<file path="config.mk">
export PLATFORM = sky130hd
export DESIGN_NAME = deserializer_flat
export DESIGN_NICKNAME = d
export VERILOG_FILES = /design/src/rtl/deser_pkg.sv /design/src/rtl/deserializer_if.sv /design/src/rtl/deserializer.sv /design/src/flat_wrapper.sv
export SDC_FILE = /design/constraint.sdc
export NUM_CORES = 1
export LEC_CHECK = 0
export ABC_AREA = 1
export ABC_CLOCK_PERIOD_IN_PS = 3200
export BUFFER_PORTS_ARGS = -buffer_cell sky130_fd_sc_hd__buf_2
export CAP_MARGIN = 20
export CORE_MARGIN = 8
export CORE_UTILIZATION = 25
export DETAILED_ROUTE_END_ITERATION = 7
export SYNTH_ARGS = -nofsm -noshare
export SYNTH_HDL_FRONTEND = slang
export SYNTH_SLANG_ARGS = --single-unit
</file>
<file path="constraint.sdc">
create_clock -name clk -period 3.2 [get_ports clk]
set_clock_uncertainty 0.1 [all_clocks]
set_input_delay 0.96 -clock clk [delete_from_list [all_inputs] [get_ports clk]]
set_output_delay 0.96 -clock clk [all_outputs]
set_load 0.005 [all_outputs]
</file>
<file path="src/rtl/deser_pkg.sv">
// Shared types and size helpers for the word-to-frame deserializer.
// Used by rtl/deserializer.sv; see that file for the DESERIALIZER_LAST_CHECK_EN option.
package deser_pkg;

  typedef enum logic [0:0] {
    COLLECT = 1'b0,
    HOLD    = 1'b1
  } state_t;

  function automatic int num_words(input int word_size, input int frame_size);
    return frame_size / word_size;
  endfunction

  // A frame always has at least two words, so the counter is never narrower than 1 bit.
  function automatic int count_width(input int word_size, input int frame_size);
    int n;
    n = frame_size / word_size;
    return (n < 2) ? 1 : $clog2(n);
  endfunction

endpackage

</file>
<file path="src/rtl/deserializer_if.sv">
// Word-in / frame-out handshake bundle of the deserializer.
// master = word source and frame consumer side, slave = deserializer side.
interface deserializer_if #(
  parameter int WORD_SIZE  = 16,
  parameter int FRAME_SIZE = 256
);
  logic                  input_valid;
  logic [WORD_SIZE-1:0]  input_data;
  logic                  input_last;
  logic                  output_ready;
  logic                  output_valid;
  logic [FRAME_SIZE-1:0] output_data;
  logic                  deserialization_done;
  logic                  overrun;
  logic                  frame_error;

  modport master (
    output input_valid, input_data, input_last, output_ready,
    input  output_valid, output_data, deserialization_done, overrun, frame_error
  );

  modport slave (
    input  input_valid, input_data, input_last, output_ready,
    output output_valid, output_data, deserialization_done, overrun, frame_error
  );
endinterface

</file>
<file path="src/rtl/deserializer.sv">
// Collects WORD_SIZE-bit words (first word in the LSB slot) into one FRAME_SIZE-bit frame.
// Define DESERIALIZER_LAST_CHECK_EN to check frame alignment against input_last.
module deserializer
  import deser_pkg::*;
#(
  parameter int WORD_SIZE  = 16,
  parameter int FRAME_SIZE = 256
) (
  input  logic           clk,
  input  logic           reset_n,
  deserializer_if.slave  bus
);

  localparam int             NUM_WORDS  = num_words(WORD_SIZE, FRAME_SIZE);
  localparam int             CW         = count_width(WORD_SIZE, FRAME_SIZE);
  localparam logic [CW-1:0]  LAST_COUNT = CW'(NUM_WORDS - 1);

  state_t                state_r, state_n;
  logic [CW-1:0]         count_r, count_n;
  logic [FRAME_SIZE-1:0] buffer_r, buffer_n;
  logic [FRAME_SIZE-1:0] data_r, data_n;
  logic                  valid_r, valid_n;
  logic                  done_r, done_n;
  logic                  overrun_r, overrun_n;
  logic                  ferr_r, ferr_n;
  logic                  accept_s;
  logic                  last_slot_s;
  logic                  align_ok_s;
  logic [FRAME_SIZE-1:0] word_buffer_s;

  // Buffer contents with the incoming word placed in the current slot.
  always_comb begin
    word_buffer_s = buffer_r;
    word_buffer_s[int'(count_r) * WORD_SIZE +: WORD_SIZE] = bus.input_data;
  end

  assign last_slot_s = (count_r == LAST_COUNT);

`ifdef DESERIALIZER_LAST_CHECK_EN
  assign align_ok_s = (bus.input_last == last_slot_s);
`else
  assign align_ok_s = 1'b1;
`endif

  // Next-state, buffer and output-register logic.
  always_comb begin
    state_n   = state_r;
    count_n   = count_r;
    buffer_n  = buffer_r;
    data_n    = data_r;
    valid_n   = valid_r;
    done_n    = 1'b0;
    overrun_n = 1'b0;
    ferr_n    = 1'b0;
    accept_s  = 1'b0;

    case (state_r)
      COLLECT: accept_s = bus.input_valid;
      HOLD: begin
        if (bus.output_ready) begin
          valid_n  = 1'b0;
          state_n  = COLLECT;
          accept_s = bus.input_valid;
        end else begin
          overrun_n = bus.input_valid;
        end
      end
      default: begin
        state_n = COLLECT;
        valid_n = 1'b0;
        count_n = '0;
      end
    endcase

    // In HOLD the counter is 0, so a word accepted there can never complete a frame.
    if (accept_s) begin
      if (!align_ok_s) begin
        ferr_n  = 1'b1;
        count_n = '0;
      end else if (last_slot_s) begin
        data_n  = word_buffer_s;
        valid_n = 1'b1;
        done_n  = 1'b1;
        count_n = '0;
        state_n = HOLD;
      end else begin
        buffer_n = word_buffer_s;
        count_n  = count_r + CW'(1);
      end
    end else begin
      buffer_n = buffer_r;
    end
  end

  // State and output registers.
  always_ff @(posedge clk or negedge reset_n) begin
    if (!reset_n) begin
      state_r   <= COLLECT;
      count_r   <= '0;
      buffer_r  <= '0;
      data_r    <= '0;
      valid_r   <= 1'b0;
      done_r    <= 1'b0;
      overrun_r <= 1'b0;
      ferr_r    <= 1'b0;
    end else begin
      state_r   <= state_n;
      count_r   <= count_n;
      buffer_r  <= buffer_n;
      data_r    <= data_n;
      valid_r   <= valid_n;
      done_r    <= done_n;
      overrun_r <= overrun_n;
      ferr_r    <= ferr_n;
    end
  end

  assign bus.output_valid         = valid_r;
  assign bus.output_data          = data_r;
  assign bus.deserialization_done = done_r;
  assign bus.overrun              = overrun_r;
  assign bus.frame_error          = ferr_r;

endmodule

</file>
<file path="src/flat_wrapper.sv">
// flat-port wrapper written by rule: the top's interface ports become plain ports
module deserializer_flat import deser_pkg::*;
#(
  parameter int WORD_SIZE  = 16,
  parameter int FRAME_SIZE = 256
)
  (clk, reset_n, bus_input_valid, bus_input_data, bus_input_last, bus_output_ready, bus_output_valid, bus_output_data, bus_deserialization_done, bus_overrun, bus_frame_error);
  deserializer_if #(.WORD_SIZE(WORD_SIZE), .FRAME_SIZE(FRAME_SIZE)) bus_i ();
  input  logic clk;
  input  logic reset_n;
  input wire logic [$bits(bus_i.input_valid)-1:0] bus_input_valid;
  input wire logic [$bits(bus_i.input_data)-1:0] bus_input_data;
  input wire logic [$bits(bus_i.input_last)-1:0] bus_input_last;
  input wire logic [$bits(bus_i.output_ready)-1:0] bus_output_ready;
  output wire logic [$bits(bus_i.output_valid)-1:0] bus_output_valid;
  output wire logic [$bits(bus_i.output_data)-1:0] bus_output_data;
  output wire logic [$bits(bus_i.deserialization_done)-1:0] bus_deserialization_done;
  output wire logic [$bits(bus_i.overrun)-1:0] bus_overrun;
  output wire logic [$bits(bus_i.frame_error)-1:0] bus_frame_error;
  assign bus_i.input_valid = bus_input_valid;
  assign bus_i.input_data = bus_input_data;
  assign bus_i.input_last = bus_input_last;
  assign bus_i.output_ready = bus_output_ready;
  assign bus_output_valid = bus_i.output_valid;
  assign bus_output_data = bus_i.output_data;
  assign bus_deserialization_done = bus_i.deserialization_done;
  assign bus_overrun = bus_i.overrun;
  assign bus_frame_error = bus_i.frame_error;
  deserializer #(.WORD_SIZE(WORD_SIZE), .FRAME_SIZE(FRAME_SIZE)) u_core (.clk(clk), .reset_n(reset_n), .bus(bus_i));
endmodule
</file>
==> results of run 1 <==
[kinds of logic (layout without fill, tap and decap cells)]
family	count (synthesis)	after routing	synth area share (%)
buffers and inverters	500	786	8.19
DFF	520	520	52.8
AOI/OAI and AO/OA	57	57	1.18
adders and majority gates	3	3	0.152
and+or+nand+nor	2119	2119	37.6
other	1	1	0.0152
xor gates and xnor gates	1	1	0.0356
[power by group through the flow]
stage,clock (mW),combinational [mW],sequential (mW)
6_report,7.39,13.2,10.4
3_5_place_dp,0,13.4,10.4
3_3_place_gp,0,13.1,10.4
5_1_grt,7.83,14.8,10.7
2_1_floorplan,0,8.16,10.3
4_1_cts,7.59,13.4,10.4
[flip-flops by register name (all words and copies together), names as in the netlist]
name                             cells
u_core.bus.deserialization_done      1
u_core.state_r                       1
u_core.bus.output_valid              1
u_core.buffer_r                    256
u_core.bus.overrun                   1
u_core.bus.output_data             256
u_core.count_r                       4
[routing by layer]
| metal | GRT usage, % | up-vias |
|---|---|---|
| met5 | 0 | - |
| met3 | 4.01 | 130 |
| met4 | 5.11 | 0 |
| met1 | 21.6 | 10800 |
| li1 | - | 10600 |
| met2 | 25.9 | 779 |
[worst min path at each step]
stage,start,end,slack [ns]
4_1_cts,reset_n,u_core.state_r,0.20
3_3_place_gp,u_core.bus.output_data[206],u_core.bus.output_data[206],0.36
2_1_floorplan,u_core.buffer_r[245],u_core.buffer_r[245],0.35
3_5_place_dp,u_core.bus.output_data[70],u_core.bus.output_data[70],0.36
5_1_grt,reset_n,u_core.state_r,0.23
6_report,reset_n,u_core.state_r,0.23
[critical path: stages, from the launching register on]
cell	delay [ns]
dfrtp_1	0.43
inv_2	0.12
ha_1	0.42
inv_1	0.26
nand2_1	0.09
buf_4	0.21
nor2_4	0.34
nand2_2	0.33
nand2_1	0.13
nand2_1	0.10
o21ai_0	0.17
[through the flow]
stage                     power, mW  instance area [um2]  setup slack, ns  instances
final                          31.0                30000            0.411       4774
after floorplan                18.5                24600            0.946       3201
after detailed placement       23.8                27800            0.394       4659
after CTS                      31.4                30000            0.425       4774
after global routing           33.3                30000            0.142       4774
after global placement         23.5                27800            0.392       4659
[Yosys cell counts]
library cell  instances
nor2_8                2
nor2_4                2
buf_1                28
buf_2                78
o22ai_1               1
o21ai_0              30
nor2_1               20
nand2_4               1
inv_2                 7
nand3_2               2
clkinv_1              1
nand4_4              12
a21oi_1               3
nand3_1             655
nor2_2                7
nand2_1            1342
dfrtp_1             520
xor2_1                1
buf_4                 5
inv_4                 1
clkbuf_1             83
o21ai_1              22
buf_6                 3
conb_1                1
ha_1                  3
nand4_1              64
a21oi_2               1
inv_1               294
nand2_2              12
[final cells by class]
class                      instances  area, um2
fill                           10400      68000
sequential                       520      13000
multi-input combinational       2181       9630
timing repair buffer             368       2440
clock buffer                      86       1810
tap                             1287       1610
inverter                         303       1160
clock inverter                    29        317
==> impl_results.md, run 1 <==
* Fin util at 30.6%
* Leakage at 16.7 nW
* RSZ-0062 raised after global routing: no
* Combinational share of power at 42.7%
* Diodes inserted at 0
* Power Dens Cells at 1040 mW/mm2
* Gr usage total at 16.2%
* Post-synth top area share at 52.8%
* Routed met3 length at 7580 um
* Routability cong. at 0.841
* Layout cells sized above 1 at 15.1%
* Largest cells by area after synthesis: dfrtp_1 (53%), nand2_1 (20%), nand3_1 (13%)
* Synthesis-to-finish area growth at 21.7%
* RR Startpoint: u_core.count_r[0]
* Wirelength, routed at 90800 um
* Max Cap Viol at 0
* Setup Buffers After CTS at 0
* Cell taking the most area after synthesis: dfrtp_1
* Mapped Area at 0.0246 mm2
* Clk pin slew, worst setup/hold paths at 0.06 ns
* Post_cts resized at 0
* Top sig layer: met4
* Clock sink count at 520
* Switching share of power at 43.9%
* Hold Fails Final Rpt at 0
* Max Transition Viols Final at 0
* Slew of the pin with the lowest slew margin at 0.684 ns
* Largest net degree at the start of global routing at 104
* Routed wl met2 at 41900 um
* Clock Tree Root: clkbuf_16
* Worst r2r dst: u_core.buffer_r[134]
* DR vias at 22400
* Netlist cell types at 29
* Final period util at 87.2%
* Final setup viols at 0
* Initial antenna violation count at 0
* NetSw at 13.6 mW
* CP arrival at 3.25 ns
* IO Count at 281
* Status: finished, final reports clean
* Avg Inst Size Synth at 7.69 um2
* Sum Neg Setup Slack at 0 ns
* Detailed placement HPWL at 62200 um
* Fin nets at 3459
* Residual DRC at 0
* End of the critical path: u_core.buffer_r[134]
* Max IR drop VDD at 0.000919 V
* GR Overflow Total at 0
* First-pass GRT wire length at 136000 um
* Yosys Warn Count at 0
* Skew-Pair Late Insertion Delay at 0.65 ns
* Startpoint class of the critical path: register
* Via density at 4.69
* Hold-fix buffers, CTS at 0
* Die X-Extent at 330 um
* Post-route ant nets at 0
* Vias in the first global route at 21400
* # rows at 115
* Syn Inst Count at 3201
* Critical Path Source: u_core.count_r[0]
* Fin crit period at 2.79 ns
* Int Power at 17.4 mW
* DR WL/cell at 19.0 um
* FF-to-FF setup slack at 0.41 ns
* Crit path max fanout at 17
* #FFs+latches synth at 520
* CTS H-Tree Depth at 2
* CTS tree: yes
* Crit Path Class: reg -> reg
* Initial core utilization at 25.1%
* Sequential share of the synthesized area at 52.8%
* Hold crit path type: in -> async
* R2R depth at 10
* CTS Buffer Depth at 3
* Minimum hold slack at 0.226 ns
* Number of port buffers at 278
* Die area at 0.109 mm2
* Sequential share of power at 33.5%
* Commonest non-fill, non-tap cells in the layout: nand2_1 (1341), nand3_1 (655), dfrtp_1 (520)
* DRT Pass-1 Iters at 5
* Headroom to the max-slew limit at 54.4%
* Area of the core at 0.0980 mm2
* Most common cell after layout, fill and taps aside: nand2_1
* TritonCTS buffer count at 61
* Mapped Nets at 3225
* Metal-1 WL at 38600 um
* Starting DRC count in detailed routing at 2177
* Fmax at 359 MHz
* Clock share of power at 23.8%
* CP required at 3.66 ns
* Crit. End Element: register
* Die Span Y at 330 um
(Power assumes the default switching activity.)
==> run 2, diff against run 1 <==
Settings changed: ABC_CLOCK_PERIOD_IN_PS 3200 to 2800.
Clock period 3.2 ns to 2.8 ns, I/O delays scaled along.
==> impl_results.md, run 2 (same netlist as run 1, synthesis figures left out) <==
* Status: finished, final reports clean
* Initial core utilization at 25.1% (unchanged)
* Final worst slack at 0.183 ns (-0.227 ns)
* Hold-critical path depth at 3
* Initial antenna violation count at 2 (+2)
* Number of port buffers at 278 (unchanged)
* Clock Tree Root: clkbuf_16
* Power Dens Cells at 1190 mW/mm2 (+15%)
* Vias in the first global route at 21600 (+1.2%)
* Area of the core at 0.0980 mm2 (unchanged)
* R2R depth at 11 (+1)
* Routability cong. at 0.856 (+1.8%)
* Fmax at 382 MHz (+6.6%)
* Pre-CTS setup slack at 0.172 ns (-0.222 ns)
* Commonest non-fill, non-tap cells in the layout: nand2_1 (1341), nand3_1 (655), dfrtp_1 (520)
* TritonCTS buffer count at 59 (-3.3%)
* Layout cells sized above 1 at 15.2% (+0.18 points)
* Most used cell, CP: nand2_1
* Clk pin slew, worst setup/hold paths at 0.06 ns (about the same)
* Critical path, cell by cell: inv_2 > ha_1 > inv_1 > nand2_1 > nand2_2 > nor2_1 > nand3_1 > buf_4 > o21ai_0 > nand2_1 > nand2_1
* Max Cap Viol at 0 (unchanged)
* CTS tree: yes
* Sum Neg Setup Slack at 0 ns (unchanged)
* Wirelength, routed at 90300 um (-0.57%)
* Final setup viols at 0 (unchanged)
* RSZ-0062 raised after global routing: yes
* Crit path max fanout at 19 (+2)
* IO Count at 281 (unchanged)
* Slew of the pin with the lowest slew margin at 0.683 ns (-0.00103 ns)
* Hold crit path type: in -> reg
* Die X-Extent at 330 um (unchanged)
* CTS Buffer Depth at 3 (unchanged)
* Hold path start: bus_input_valid
* Minimum hold slack at 0.346 ns (+0.120 ns)
* Starting DRC count in detailed routing at 2475 (+14%)
* Sink of the worst hold path: u_core.bus.overrun
* Via density at 4.64 (-1.1%)
* GR Overflow Total at 0 (unchanged)
* Synthesis-to-finish area growth at 23.1%
* Die Span Y at 330 um (unchanged)
* Hold Fails Final Rpt at 0 (unchanged)
* Gr usage total at 16.4% (+0.14 points)
* CP delay by family, top: simple AND/OR/NAND/NOR gates
* Final Total Pwr at 36.1 mW (+16%)
* Detailed placement HPWL at 62900 um (+1.1%)
* CP max stage cell: dfrtp_1
* Skew-Pair Late Insertion Delay at 0.65 ns (about the same)
* Max IR drop VDD at 0.000757 V (-18%)
* Largest net degree at the start of global routing at 119 (+14%)
* DRT Pass-1 Iters at 6 (+1)
* DR WL/cell at 18.9 um (-0.72%)
* Die area at 0.109 mm2 (unchanged)
* CP arrival at 3.09 ns (-0.16 ns)
* CTS H-Tree Depth at 2 (unchanged)
* Crit Path Class: reg -> reg
* RR Startpoint: u_core.count_r[0]
* Post-route ant nets at 0 (unchanged)
* Placed instance area at 0.0281 mm2 (+0.90%)
* DR vias at 22200 (-0.92%)
* Crit. End Element: register
* Slowest stage delay, CP at 0.43 ns (about the same)
* Placed cell count at 4669 (+0.21%)
* Max Transition Viols Final at 0 (unchanged)
* # rows at 115 (unchanged)
* Final period util at 93.5% (+6.3 points)
* Leakage at 16.8 nW (+0.72%)
* Worst r2r dst: u_core.bus.output_data[195]
* Most common cell after layout, fill and taps aside: nand2_1
* Fin nets at 3468 (+0.26%)
* Startpoint class of the critical path: register
* Fin crit period at 2.62 ns (-0.173 ns)
* First-pass GRT wire length at 137000 um (+0.83%)
* CP required at 3.27 ns (-0.39 ns)
* Fin area at 0.0303 mm2 (+1.1%)
* Post-route insts no fill at 4781 (+0.15%)
* Clock sink count at 520 (unchanged)
* Worst Path Buf+Inv at 3 (unchanged)
* Fin util at 30.9% (+0.34 points)
* Headroom to the max-slew limit at 54.5% (+0.069 points)
* Residual DRC at 0 (unchanged)
* FF-to-FF setup slack at 0.18 ns (-0.23 ns)
==> run 2: worst max path at each step <==
stage | slack [ns] | endpoint | depth (start not counted) | start
CTS | 0.16 | u_core.bus.output_data[77] | 11 | u_core.count_r[0]
finish | 0.18 | u_core.bus.output_data[195] | 11 | u_core.count_r[0]
global placement | 0.17 | u_core.buffer_r[17] | 10 | bus_output_ready
detailed placement | 0.17 | u_core.buffer_r[26] | 10 | bus_output_ready
global route | -0.04 | u_core.bus.output_data[77] | 11 | u_core.count_r[0]
floorplan | 0.58 | u_core.bus.output_data[214] | 11 | u_core.count_r[2]
==> run 2: worst reg2reg max path, cell delays in order (launching register included) <==
cell,delay (ns)
dfrtp_1,0.43
inv_2,0.16
ha_1,0.26
inv_1,0.07
nand2_1,0.07
nand2_2,0.18
nor2_1,0.25
nand3_1,0.24
buf_4,0.30
o21ai_0,0.27
nand2_1,0.14
nand2_1,0.08
==> run 2: final cells by class <==
cell class,instances,area (um2)
tap,1287,1610
clock inverter,28,474
inverter,303,1160
fill,10300,67700
antenna,2,5.00
sequential,520,13000
multi-input combinational,2181,9630
timing repair buffer,379,2700
clock buffer,81,1720
==> run 2: per-layer routing <==
layer	GRT usage [%]	vias up	part of all wire, %
li1	-	10600	-
met1	21.6	10600	43
met2	25.8	756	45
met3	4.58	132	8.8
met4	5.33	2	3.3
met5	0	-	0.012
==> run 2: power by group <==
| group | total, mW | internal (mW) | switching (mW) |
|---|---|---|---|
| clock | 8.75 | 5.39 | 3.35 |
| combinational | 15.5 | 4.92 | 10.6 |
| sequential | 11.9 | 10.3 | 1.55 |
==> run 2: what timing repair did <==
item	in CTS	in global routing
gates resized for setup	0	2
hold buffers	1	0
buffers inserted	0	0
endpoints found under the hold margin	15	0
setup endpoints to repair	0	39
==> run 3, diff against run 2 <==
Settings changed: ABC_CLOCK_PERIOD_IN_PS 2800 to 2500.
Clock period 2.8 ns to 2.5 ns, I/O delays scaled along.
==> impl_results.md, run 3 (same netlist as run 1, synthesis figures left out) <==
* Final setup viols at 0 (unchanged)
* Post-route ant nets at 0 (unchanged)
* Status: finished, final reports clean
* Via density at 4.68 (+0.96%)
* CP required at 2.98 ns (-0.29 ns)
* Routability cong. at 0.879 (+2.7%)
* CTS H-Tree Depth at 2 (unchanged)
* Residual DRC at 0 (unchanged)
* DR vias at 22600 (+1.9%)
* # rows at 115 (unchanged)
* Combinational share of power at 44.1% (+1.2 points)
* Leakage at 17.1 nW (+1.6%)
* Switching share of power at 43.0% (+0.16 points)
* NetSw at 17.5 mW (+13%)
* Int Power at 23.1 mW (+12%)
* R2R depth at 7 (-4)
* Diodes inserted at 0 (-2)
* Gr usage total at 16.3% (-0.030 points)
* Clock Tree Root: clkbuf_16
* Synthesis-to-finish area growth at 24.9%
* Layout cells sized above 1 at 16.4% (+1.2 points)
* Die Span Y at 330 um (unchanged)
* Wirelength, routed at 91100 um (+0.90%)
* Fin crit period at 2.38 ns (-0.233 ns)
* Sum Neg Setup Slack at 0 ns (unchanged)
* Sequential share of power at 32.7% (-0.2 points)
* Die area at 0.109 mm2 (unchanged)
* Clk pin slew, worst setup/hold paths at 0.06 ns (about the same)
* Crit Path Class: reg -> reg
* RR Startpoint: u_core.count_r[1]
* DR WL/cell at 18.9 um (about the same)
* CTS tree: yes
* Final period util at 95.4% (+1.9 points)
* Headroom to the max-slew limit at 54.5% (+0.092 points)
* Hold crit path type: in -> reg
* Hold Fails Final Rpt at 0 (unchanged)
* Fin util at 31.4% (+0.47 points)
* GR Overflow Total at 0 (unchanged)
* First-pass GRT wire length at 137000 um (about the same)
* Startpoint class of the critical path: register
* Crit path max fanout at 20 (+1)
* TritonCTS buffer count at 60 (+1.7%)
* Hold path start: bus_output_ready
* DRT Pass-1 Iters at 6 (unchanged)
* Initial core utilization at 25.1% (unchanged)
* Fmax at 419 MHz (+9.8%)
* Skew-Pair Late Insertion Delay at 0.67 ns (+0.02 ns)
* Commonest non-fill, non-tap cells in the layout: nand2_1 (1341), nand3_1 (654), dfrtp_1 (520)
* Area of the core at 0.0980 mm2 (unchanged)
* Hold-critical path depth at 4 (+1)
* IO Count at 281 (unchanged)
* FF-to-FF setup slack at 0.12 ns (-0.07 ns)
* Clock sink count at 520 (unchanged)
* CTS Buffer Depth at 3 (unchanged)
* Number of port buffers at 278 (unchanged)
* Sink of the worst hold path: u_core.bus.output_valid
* Die X-Extent at 330 um (unchanged)
* Worst r2r dst: u_core.bus.output_data[231]
* Vias in the first global route at 21800 (+0.49%)
* Power Dens Cells at 1320 mW/mm2 (+11%)
* Clock share of power at 23.2% (-1.0 points)
* Largest net degree at the start of global routing at 65 (-45%)
* Crit. End Element: register
* RSZ-0062 raised after global routing: no
* Detailed placement HPWL at 64300 um (+2.3%)
* Most common cell after layout, fill and taps aside: nand2_1
* Max IR drop VDD at 0.000879 V (+16%)
* Slew of the pin with the lowest slew margin at 0.682 ns (-0.00139 ns)
* Max Transition Viols Final at 0 (unchanged)
* Starting DRC count in detailed routing at 2263 (-8.6%)
* Initial antenna violation count at 2 (unchanged)
* CP arrival at 2.86 ns (-0.23 ns)
* Max Cap Viol at 0 (unchanged)
* Fin nets at 3516 (+1.4%)
run 3: cell types whose count changed in the layout (fill, tap and decap cells not counted), moves of 2 or more:
| cell | change |
|---|---|
| diode_2 | -2 |
| bufinv_16 | -5 |
| buf_4 | +31 |
| nand2_4 | +2 |
| nand2_2 | -2 |
| buf_6 | +3 |
| clkbuf_1 | +2 |
| clkinv_2 | -2 |
| inv_6 | +3 |
| buf_12 | +13 |
run 3: power by group through the flow:
stage	combinational (mW)	clock, mW	sequential [mW]
finish	17.9	9.41	13.3
global route	20.0	10.0	13.7
CTS	17.8	9.68	13.3
detailed placement	17.8	0	13.4
global placement	17.4	0	13.3
floorplan	10.4	0	13.2
run 3: metrics by stage:
stage / total power, mW / instances / cell area (um2) / hold WS, ns / worst slack (ns)
5_1_grt: 43.7 / 4827 / 30800 / 0.230 / 0.00147
3_3_place_gp: 30.7 / 4706 / 28500 / 0.359 / 0.0792
3_5_place_dp: 31.1 / 4706 / 28500 / 0.359 / 0.0421
2_1_floorplan: 23.7 / 3201 / 24600 / 0.349 / 0.276
4_1_cts: 40.8 / 4817 / 30600 / 0.186 / 0.00213
6_report: 40.6 / 4827 / 30800 / 0.236 / 0.116
run 3: area by class of cell:
type,instances,area [um2]
clock buffer,84,1750
tap,1287,1610
fill,10200,67200
timing repair buffer,426,3230
clock inverter,26,360
multi-input combinational,2181,9650
inverter,303,1160
sequential,520,13000
run 3: how the worst max path moves through the flow:
stage | slack (ns) | from | depth (start not counted) | endpoint
6_report | 0.12 | u_core.count_r[1] | 7 | u_core.bus.output_data[231]
5_1_grt | 0.001 | u_core.count_r[0] | 11 | u_core.bus.output_data[70]
4_1_cts | 0.002 | u_core.count_r[0] | 9 | u_core.bus.output_data[240]
3_5_place_dp | 0.04 | u_core.count_r[0] | 9 | u_core.bus.output_data[251]
3_3_place_gp | 0.08 | u_core.count_r[0] | 9 | u_core.bus.output_data[240]
2_1_floorplan | 0.28 | u_core.count_r[2] | 11 | u_core.bus.output_data[214]
run 3: timing repair:
action / in CTS / in global routing
setup buffers: 0 / 10
setup endpoints to repair: 0 / 351
gates resized for setup: 0 / 11
hold endpoints to repair: 8 / 0
hold buffers: 1 / 0
run 3: routing by layer:
metal | GRT usage, % | wire [um] | share of wire (%)
met2 | 26.4 | 42300 | 46
met3 | 3.39 | 7240 | 8.0
met5 | 0 | 0 | 0
met1 | 22.0 | 39000 | 43
met4 | 4.73 | 2500 | 2.7
run 3: worst max-delay path: stages, from the launching register on:
cell     delay, ns
dfrtp_1       0.40
inv_1         0.08
ha_2          0.42
buf_4         0.33
nand3_1       0.42
nand4_1       0.26
nand3_1       0.18
nand2_1       0.10
